<file path="config.mk">
export PLATFORM = sky130hd
export DESIGN_NAME = lsu_mem_ctrl
export DESIGN_NICKNAME = d
export VERILOG_FILES = /design/src/rtl/lsu_mem_ctrl.sv
export SDC_FILE = /design/constraint.sdc
export NUM_CORES = 1
export LEC_CHECK = 0
export ABC_AREA = 1
export CORE_MARGIN = 2
export CORE_UTILIZATION = 50
export DETAILED_ROUTE_END_ITERATION = 7
export PLACE_DENSITY = 0.93
export SLEW_MARGIN = 30
export SYNTH_ARGS = -nofsm -noshare
export SYNTH_HDL_FRONTEND = slang
export SYNTH_SLANG_ARGS = --single-unit
</file>
<file path="constraint.sdc">
create_clock -name clk -period 4.03 [get_ports clk]
set_input_delay 1.0075 -clock clk [delete_from_list [all_inputs] [get_ports clk]]
set_output_delay 1.0075 -clock clk [all_outputs]
set_load 0.05 [all_outputs]
</file>
<file path="src/rtl/lsu_mem_ctrl.sv">
// +--------------------------------------------------------------------------+
// | lsu_mem_ctrl : MEM-stage load/store controller (align, handshake, extend) |
// | Rev 1.0                                                                   |
// +--------------------------------------------------------------------------+
`default_nettype none

module lsu_mem_ctrl #(
  parameter int ADDR_W = 32,
  parameter int DATA_W = 32
) (
  input  logic              clk,
  input  logic              rst,
  input  logic              req_valid,
  input  logic              req_we,
  input  logic [3:0]        mask,
  input  logic [ADDR_W-1:0] req_addr,
  input  logic [DATA_W-1:0] req_wdata,
  output logic              mem_req,
  output logic              mem_we,
  output logic [ADDR_W-1:0] mem_addr,
  output logic [3:0]        mem_be,
  output logic [DATA_W-1:0] mem_wdata,
  input  logic              mem_ack,
  input  logic [DATA_W-1:0] mem_rdata,
  output logic              stall,
  output logic              resp_valid,
  output logic [DATA_W-1:0] rdata,
  output logic              err
);

  localparam logic [3:0] c_mask_lb  = 4'b0000;
  localparam logic [3:0] c_mask_lh  = 4'b0001;
  localparam logic [3:0] c_mask_lbu = 4'b0010;
  localparam logic [3:0] c_mask_lhu = 4'b0100;
  localparam logic [3:0] c_mask_lw  = 4'b1000;

  typedef enum logic [1:0] {
    IDLE = 2'd0,
    BUSY = 2'd1,
    DONE = 2'd2,
    ERR  = 2'd3
  } state_t;

  state_t              state_q, state_d;
  logic                mem_req_q, mem_req_d;
  logic                mem_we_q, mem_we_d;
  logic [ADDR_W-1:0]   mem_addr_q, mem_addr_d;
  logic [3:0]          mem_be_q, mem_be_d;
  logic [DATA_W-1:0]   mem_wdata_q, mem_wdata_d;
  logic                resp_valid_q, resp_valid_d;
  logic [DATA_W-1:0]   rdata_q, rdata_d;
  logic                err_q, err_d;
  logic [3:0]          mask_q, mask_d;
  logic [1:0]          off_q, off_d;

  logic                w_is_byte;
  logic                w_is_half;
  logic                w_is_word;
  logic                w_is_unsigned;
  logic                w_illegal;
  logic [3:0]          w_be;
  logic [DATA_W-1:0]   w_wdata;
  logic [DATA_W-1:0]   w_shifted;
  logic [DATA_W-1:0]   w_load;

  assign w_is_byte     = (mask == c_mask_lb) || (mask == c_mask_lbu);
  assign w_is_half     = (mask == c_mask_lh) || (mask == c_mask_lhu);
  assign w_is_word     = (mask == c_mask_lw);
  assign w_is_unsigned = (mask == c_mask_lbu) || (mask == c_mask_lhu);

  assign w_illegal = !(w_is_byte || w_is_half || w_is_word)
                   || (req_we && w_is_unsigned)
                   || (w_is_half && req_addr[0])
                   || (w_is_word && (req_addr[1:0] != 2'b00));

  always_comb begin
    w_be    = 4'b1111;
    w_wdata = req_wdata;
    if (w_is_byte) begin
      w_be    = 4'b0001 << req_addr[1:0];
      w_wdata = {4{req_wdata[7:0]}};
    end else if (w_is_half) begin
      w_be    = 4'b0011 << req_addr[1:0];
      w_wdata = {2{req_wdata[15:0]}};
    end
  end

  // Extraction uses the offset/mask latched at accept, not the live inputs.
  assign w_shifted = mem_rdata >> {off_q, 3'b000};

  always_comb begin
    case (mask_q)
      c_mask_lb:  w_load = {{(DATA_W-8){w_shifted[7]}}, w_shifted[7:0]};
      c_mask_lbu: w_load = {{(DATA_W-8){1'b0}}, w_shifted[7:0]};
      c_mask_lh:  w_load = {{(DATA_W-16){w_shifted[15]}}, w_shifted[15:0]};
      c_mask_lhu: w_load = {{(DATA_W-16){1'b0}}, w_shifted[15:0]};
      default:    w_load = mem_rdata;
    endcase
  end

  always_comb begin
    state_d      = state_q;
    mem_req_d    = mem_req_q;
    mem_we_d     = mem_we_q;
    mem_addr_d   = mem_addr_q;
    mem_be_d     = mem_be_q;
    mem_wdata_d  = mem_wdata_q;
    resp_valid_d = resp_valid_q;
    rdata_d      = rdata_q;
    err_d        = err_q;
    mask_d       = mask_q;
    off_d        = off_q;
    case (state_q)
      IDLE: begin
        if (req_valid) begin
          mask_d = mask;
          off_d  = req_addr[1:0];
          if (w_illegal) begin
            state_d      = ERR;
            resp_valid_d = 1'b1;
            err_d        = 1'b1;
            rdata_d      = '0;
          end else begin
            state_d     = BUSY;
            mem_req_d   = 1'b1;
            mem_we_d    = req_we;
            mem_addr_d  = {req_addr[ADDR_W-1:2], 2'b00};
            mem_be_d    = w_be;
            mem_wdata_d = w_wdata;
          end
        end
      end
      BUSY: begin
        if (mem_ack) begin
          state_d      = DONE;
          mem_req_d    = 1'b0;
          mem_we_d     = 1'b0;
          mem_addr_d   = '0;
          mem_be_d     = '0;
          mem_wdata_d  = '0;
          resp_valid_d = 1'b1;
          err_d        = 1'b0;
          rdata_d      = mem_we_q ? '0 : w_load;
        end
      end
      default: begin
        state_d      = IDLE;
        resp_valid_d = 1'b0;
        err_d        = 1'b0;
        rdata_d      = '0;
      end
    endcase
  end

  always_ff @(posedge clk) begin
    if (rst) begin
      state_q      <= IDLE;
      mem_req_q    <= 1'b0;
      mem_we_q     <= 1'b0;
      mem_addr_q   <= '0;
      mem_be_q     <= '0;
      mem_wdata_q  <= '0;
      resp_valid_q <= 1'b0;
      rdata_q      <= '0;
      err_q        <= 1'b0;
      mask_q       <= '0;
      off_q        <= '0;
    end else begin
      state_q      <= state_d;
      mem_req_q    <= mem_req_d;
      mem_we_q     <= mem_we_d;
      mem_addr_q   <= mem_addr_d;
      mem_be_q     <= mem_be_d;
      mem_wdata_q  <= mem_wdata_d;
      resp_valid_q <= resp_valid_d;
      rdata_q      <= rdata_d;
      err_q        <= err_d;
      mask_q       <= mask_d;
      off_q        <= off_d;
    end
  end

  assign stall      = !rst && (((state_q == IDLE) && req_valid) || (state_q == BUSY));
  assign mem_req    = mem_req_q;
  assign mem_we     = mem_we_q;
  assign mem_addr   = mem_addr_q;
  assign mem_be     = mem_be_q;
  assign mem_wdata  = mem_wdata_q;
  assign resp_valid = resp_valid_q;
  assign rdata      = rdata_q;
  assign err        = err_q;

endmodule

`default_nettype wire

</file>
==> out/metrics.cfg, run 1 <==
[clock_network]
clock_sinks=110
cts-buffers-inserted=9
cts_setup_buffers=0
htreeDepth=3
post_cts_resized=0
cts_tree=yes
postCtsHoldBufs=0
clkLatencyLatePin_ps=360
cts.path.max_buffers=2
cts.reportedPaths.clkPinSlew_ps=70
clockRootBuffer=clkbuf_16

[flow_run]
max_cap_viol_count=0

[die]
die_x_um=115
core_area_um2=12000
dieArea_um2=13100
row_count=40
die_h_um=115
io_pins=210
start_util_pct=51.1

[placement]
place.gp.congestion=0.971
port_buffers=207
placed_cells=1269
hpwl_um=13400

[sta]
timing.fmax_mhz=303
rsz0062_at_grt=no
final.setup_skew_ps=4.96
finalSetupTns_ps=0
relSlewSlack_pct=43.6
final-hold-violation-count=0
tightestPinTransition_ps=846
finalSetupViolations=0
finalMaxSlewViolations=0
fin_crit_ps=3300
post-route-period-util_pct=81.8

[routing]
vias_per_cell=5.36
drtPass1Iterations=7
drt-total-wl_um=19000
drc=0
drt_iter0_markers=583
detail-route-antenna-nets=0
wl_per_cell_um=14.8
vias=6894

[pwr]
ir_worst_vdd_uv=288
p_leak_nw=3.65
power.density_nw_per_um2=469
power_mw=3.92

[setup_path]
critPathCaptureType=flip-flop
path_class=input pin to flip-flop
startpoint_type=input pin
required_ps=4280
arrival_ps=3550
r2r-end=rdata[19]
r2r_start=off_q[1]
cp_max_fo=37
reg2reg_slack_ps=1420
reg2reg_depth=10

[global_route]
antenna_found_initial=0
grt_max_degree=66
overflow=0
first_global_vias=6444
groute.usage.overall_pct=28.7
grt_pass1_wl_um=30200

[synthesis]
syn_inst=973
yosysWarnings=0
synth_area_per_cell_um2=6.29
seq_area_frac_synth_pct=36.0
ys_seq_elements=110
synth_cell_type_count=31
synth_area_um2=6120

[layout]
n_antenna_cell=0
drive_above_1_share_pct=4.31
mostFrequentLayoutCells=nand2_1, clkdlybuf4s50_1, nor2_1
instances_no_fill=1285
layout.nets=1242
fill_cells=987
post-route-util_pct=69.9
final_common_cell=nand2_1
syn_to_final_growth_pct=36.8

[min_path]
hp-class=flip-flop to flip-flop
hold_path_startpoint=mem_addr[27]
hold_depth=2
min_to=mem_addr[27]

[status]
status=finished, final reports clean

layout make-up:
| class | count | area (um2) | share of cell area [%] |
|---|---|---|---|
| clock buffers | 11 | 253 | 3.02 |
| clock inverters | 5 | 41.3 | 0.494 |
| inverters | 106 | 398 | 4.76 |
| multi-input cells | 691 | 3150 | 37.7 |
| flip-flops and latches | 110 | 2200 | 26.3 |
| well taps | 147 | 184 | 2.20 |
| repair buffers | 215 | 2140 | 25.5 |
registers in the layout (all words and copies together), names as in the netlist:
name	flops
mem_wdata	32
mem_req	1
err	1
mask_q	4
mem_addr	30
rdata	32
state_q	2
resp_valid	1
mem_we	1
mem_be	4
off_q	2
metrics by stage:
stage,setup WS [ps],hold slack [ps],area [um2]
2_1_floorplan,856,450,6120
3_3_place_gp,475,447,8070
3_5_place_dp,390,452,8070
4_1_cts,766,463,8360
5_1_grt,504,481,8360
6_report,731,460,8360
Yosys cell counts, drive strengths merged:
library cell | n | area, um2
a211oi | 4 | 30.0
a21oi | 115 | 587
buf | 39 | 270
clkbuf | 28 | 105
clkinv | 1 | 3.75
conb | 1 | 3.75
dfxtp | 110 | 2200
ha | 4 | 50.1
inv | 105 | 394
nand2 | 227 | 882
nand3 | 102 | 526
nand3b | 8 | 60.1
nand4 | 5 | 52.6
nor2 | 168 | 653
nor3 | 4 | 20.0
o211ai | 3 | 22.5
o21ai | 42 | 210
o22ai | 6 | 37.5
or2 | 1 | 6.26
cells by family after synthesis:
kind of cell | Yosys count | share of synthesized area, %
AOI/OAI and AO/OA | 170 | 14.5
buffers and inverters | 173 | 12.6
DFF | 110 | 36.0
adders and majority gates | 4 | 0.818
and+or+nand+nor | 515 | 36.0
other | 1 | 0.0613
where the power goes:
group	leakage (nW)	switching, mW	total [mW]	internal [mW]
logic	2.61	1.16	1.72	0.563
registers	0.903	0.0839	1.31	1.23
clock network	0.144	0.425	0.885	0.461
total	3.65	1.67	3.92	2.25
worst max path at each step:
stage / from / endpoint / depth (start not counted)
finish: mask[0] / rdata[30] / 10
global route: mask[1] / rdata[11] / 10
CTS: mask[0] / rdata[30] / 10
detailed placement: mask[0] / rdata[30] / 10
global placement: mask[0] / rdata[8] / 10
floorplan: rst / stall / 3
metal layers:
layer | wire, um | vias to the layer above | GRT usage (%)
li1 | - | 3386 | -
met1 | 7360 | 3094 | 33.0
met4 | 724 | 0 | 14.1
met5 | 0 | - | 0
met2 | 8800 | 353 | 48.6
met3 | 2080 | 61 | 8.58
critical path, cell delays in order:
cell             delay [ps]
clkdlybuf4s50_1         530
nor2_1                   80
nand2_1                 350
nand2_1                 240
a21oi_4                 220
nand4_4                 270
nand2_4                 420
inv_2                   220
nor2_1                  130
nor2_1                   60
No activity file was read; power rests on OpenSTA's default activity.
==> inputs of run 2 (changes only) <==
Settings changed: CORE_UTILIZATION 50 to 42, PLACE_DENSITY 0.93 to 0.84.
Clock period 4.03 ns to 2.8 ns, I/O delays scaled along.
==> run 2 against run 1 <==
Effect of this change:
- register-to-register slack lost 870 ps
- sequential share of layout area decreased by 0.86 points
- hold slack improved by 2.2 ps
- setup slack got worse by 380 ps
- clock power increased by 56%
- wire length rose by 2.6%
==> out/metrics.cfg, run 2 (synthesis results as in run 1) <==
[die]
die_h_um=125  ; +8.8%
start_util_pct=42.6  ; -8.6 points
dieArea_um2=15500  ; +18%
row_count=44  ; +10%
die_x_um=125  ; +8.8%
core_area_um2=14400  ; +20%
io_pins=210  ; unchanged

[setup_path]
reg2reg_slack_ps=550  ; -870 ps
cp_top_family=buffers and inverters
path_class=input pin to output pin
required_ps=2100  ; -2180 ps
arrival_ps=1750  ; -1800 ps
slowest_delay_ps=490  ; -40 ps
cp_cell_sequence=clkdlybuf4s50_1 > nand2_1 > a21oi_1 > buf_12
cp_max_fo=2  ; -95%
r2r_start=state_q[0]
r2r-end=rdata[7]
reg2reg_depth=10  ; unchanged
critPathCaptureType=output pin
path_buf_inv=2  ; unchanged
startpoint_type=input pin
crit_slowest_cell=clkdlybuf4s50_1

[sta]
finalMaxSlewViolations=0  ; unchanged
finalSetupViolations=0  ; unchanged
final-hold-violation-count=0  ; unchanged
post-route-period-util_pct=87.5
final.setup_skew_ps=11.4  ; +6.45 ps
relSlewSlack_pct=48.9  ; +5.3 points
rsz0062_at_grt=no
fin_crit_ps=2450
timing.fmax_mhz=408
finalSetupTns_ps=0  ; unchanged
holdWs_ps=462  ; +2.17 ps
finalWorstSetupSlack_ps=350  ; -381 ps
tightestPinTransition_ps=766  ; -79.6 ps

[layout]
mostFrequentLayoutCells=nand2_1, clkdlybuf4s50_1, nor2_1
layout.nets=1262  ; +1.6%
syn_to_final_growth_pct=41.4
multi_input_area_um2=3150  ; unchanged
final_common_cell=nand2_1
regArea_um2=2200  ; unchanged
fill_cells=1354  ; +37%
instances_no_fill=1342  ; +4.4%
drive_above_1_share_pct=5.87  ; +1.6 points
post-route-util_pct=60.2  ; -9.8 points
design_area_um2=8650  ; +3.4%
n_antenna_cell=0  ; unchanged

[clock_network]
clockRootBuffer=clkbuf_16
clkLatencyLatePin_ps=360  ; about the same
post_cts_resized=0  ; unchanged
cts.reportedPaths.clkPinSlew_ps=80  ; about the same
htreeDepth=3  ; unchanged
cts_tree=yes
clock_sinks=110  ; unchanged
cts.path.max_buffers=2  ; unchanged
cts_setup_buffers=0  ; unchanged
cts-buffers-inserted=9  ; unchanged
postCtsHoldBufs=0  ; unchanged

[placement]
placed_cells=1326  ; +4.5%
hpwl_um=14000  ; +4.8%
placed_area_um2=8330  ; +3.2%
pre_cts_ws_ps=54.5  ; -336 ps
place.gp.congestion=0.911  ; -6.2%
port_buffers=207  ; unchanged

[routing]
drt-total-wl_um=19500  ; +2.6%
wl_per_cell_um=14.5  ; -1.8%
vias=6941  ; +0.68%
vias_per_cell=5.17  ; -3.6%
drc=0  ; unchanged
detail-route-antenna-nets=0  ; unchanged
drtPass1Iterations=7  ; unchanged
drt_iter0_markers=632  ; +8.4%

[min_path]
hold_path_startpoint=err
min_to=err
hold_depth=2  ; unchanged
hp-class=flip-flop to flip-flop

[flow_run]
max_cap_viol_count=0  ; unchanged

[global_route]
grt_max_degree=66  ; unchanged
grt_pass1_wl_um=31200  ; +3.2%
overflow=0  ; unchanged
first_global_vias=6404  ; -0.62%
groute.usage.overall_pct=24.7  ; -4.0 points
antenna_found_initial=0  ; unchanged

[pwr]
p_leak_nw=3.78  ; +3.4%
power.density_nw_per_um2=676  ; +44%
ir_worst_vdd_uv=407  ; +41%
power_mw=5.85  ; +49%

[status]
status=finished, final reports clean

run 2: changes by cell type in the layout (fill, tap and decap cells not counted), sizes merged:
cell | previous run | this run
clkinv | 3 | 2
inv | 107 | 108
buf | 10 | 30
clkbuf | 11 | 10
bufinv | 0 | 1
run 2: worst max path at each step:
stage / from / end / depth (start not counted)
5_1_grt: mask[2] / mem_wdata[2] / 12
3_3_place_gp: mask[0] / mem_wdata[20] / 11
3_5_place_dp: mask[1] / mem_wdata[20] / 11
2_1_floorplan: rst / stall / 3
4_1_cts: req_valid / stall / 4
6_report: req_valid / stall / 4
run 2: power by group:
part	switching, mW	internal, mW
combinational	1.69	0.888
clock	0.655	0.722
sequential	0.122	1.77
run 2: per-layer routing:
metal	wire length (um)	global-route usage, %
met4	712	11.8
met1	7670	29.9
met3	2090	6.49
met5	0	0
met2	8990	40.8
run 2: final cells by class:
type / count / area share [%]
Multi-Input combinational cell: 691 / 36.4
Timing Repair Buffer: 235 / 27.2
Sequential cell: 110 / 25.5
Inverter: 106 / 4.60
Tap cell: 184 / 2.66
Clock buffer: 10 / 2.65
Clock inverter: 6 / 1.01
run 2: tightest hold or removal path, stage by stage, from the launching register on:
cell	delay [ps]
dfxtp_1	310
nand2_1	60
a21oi_1	50
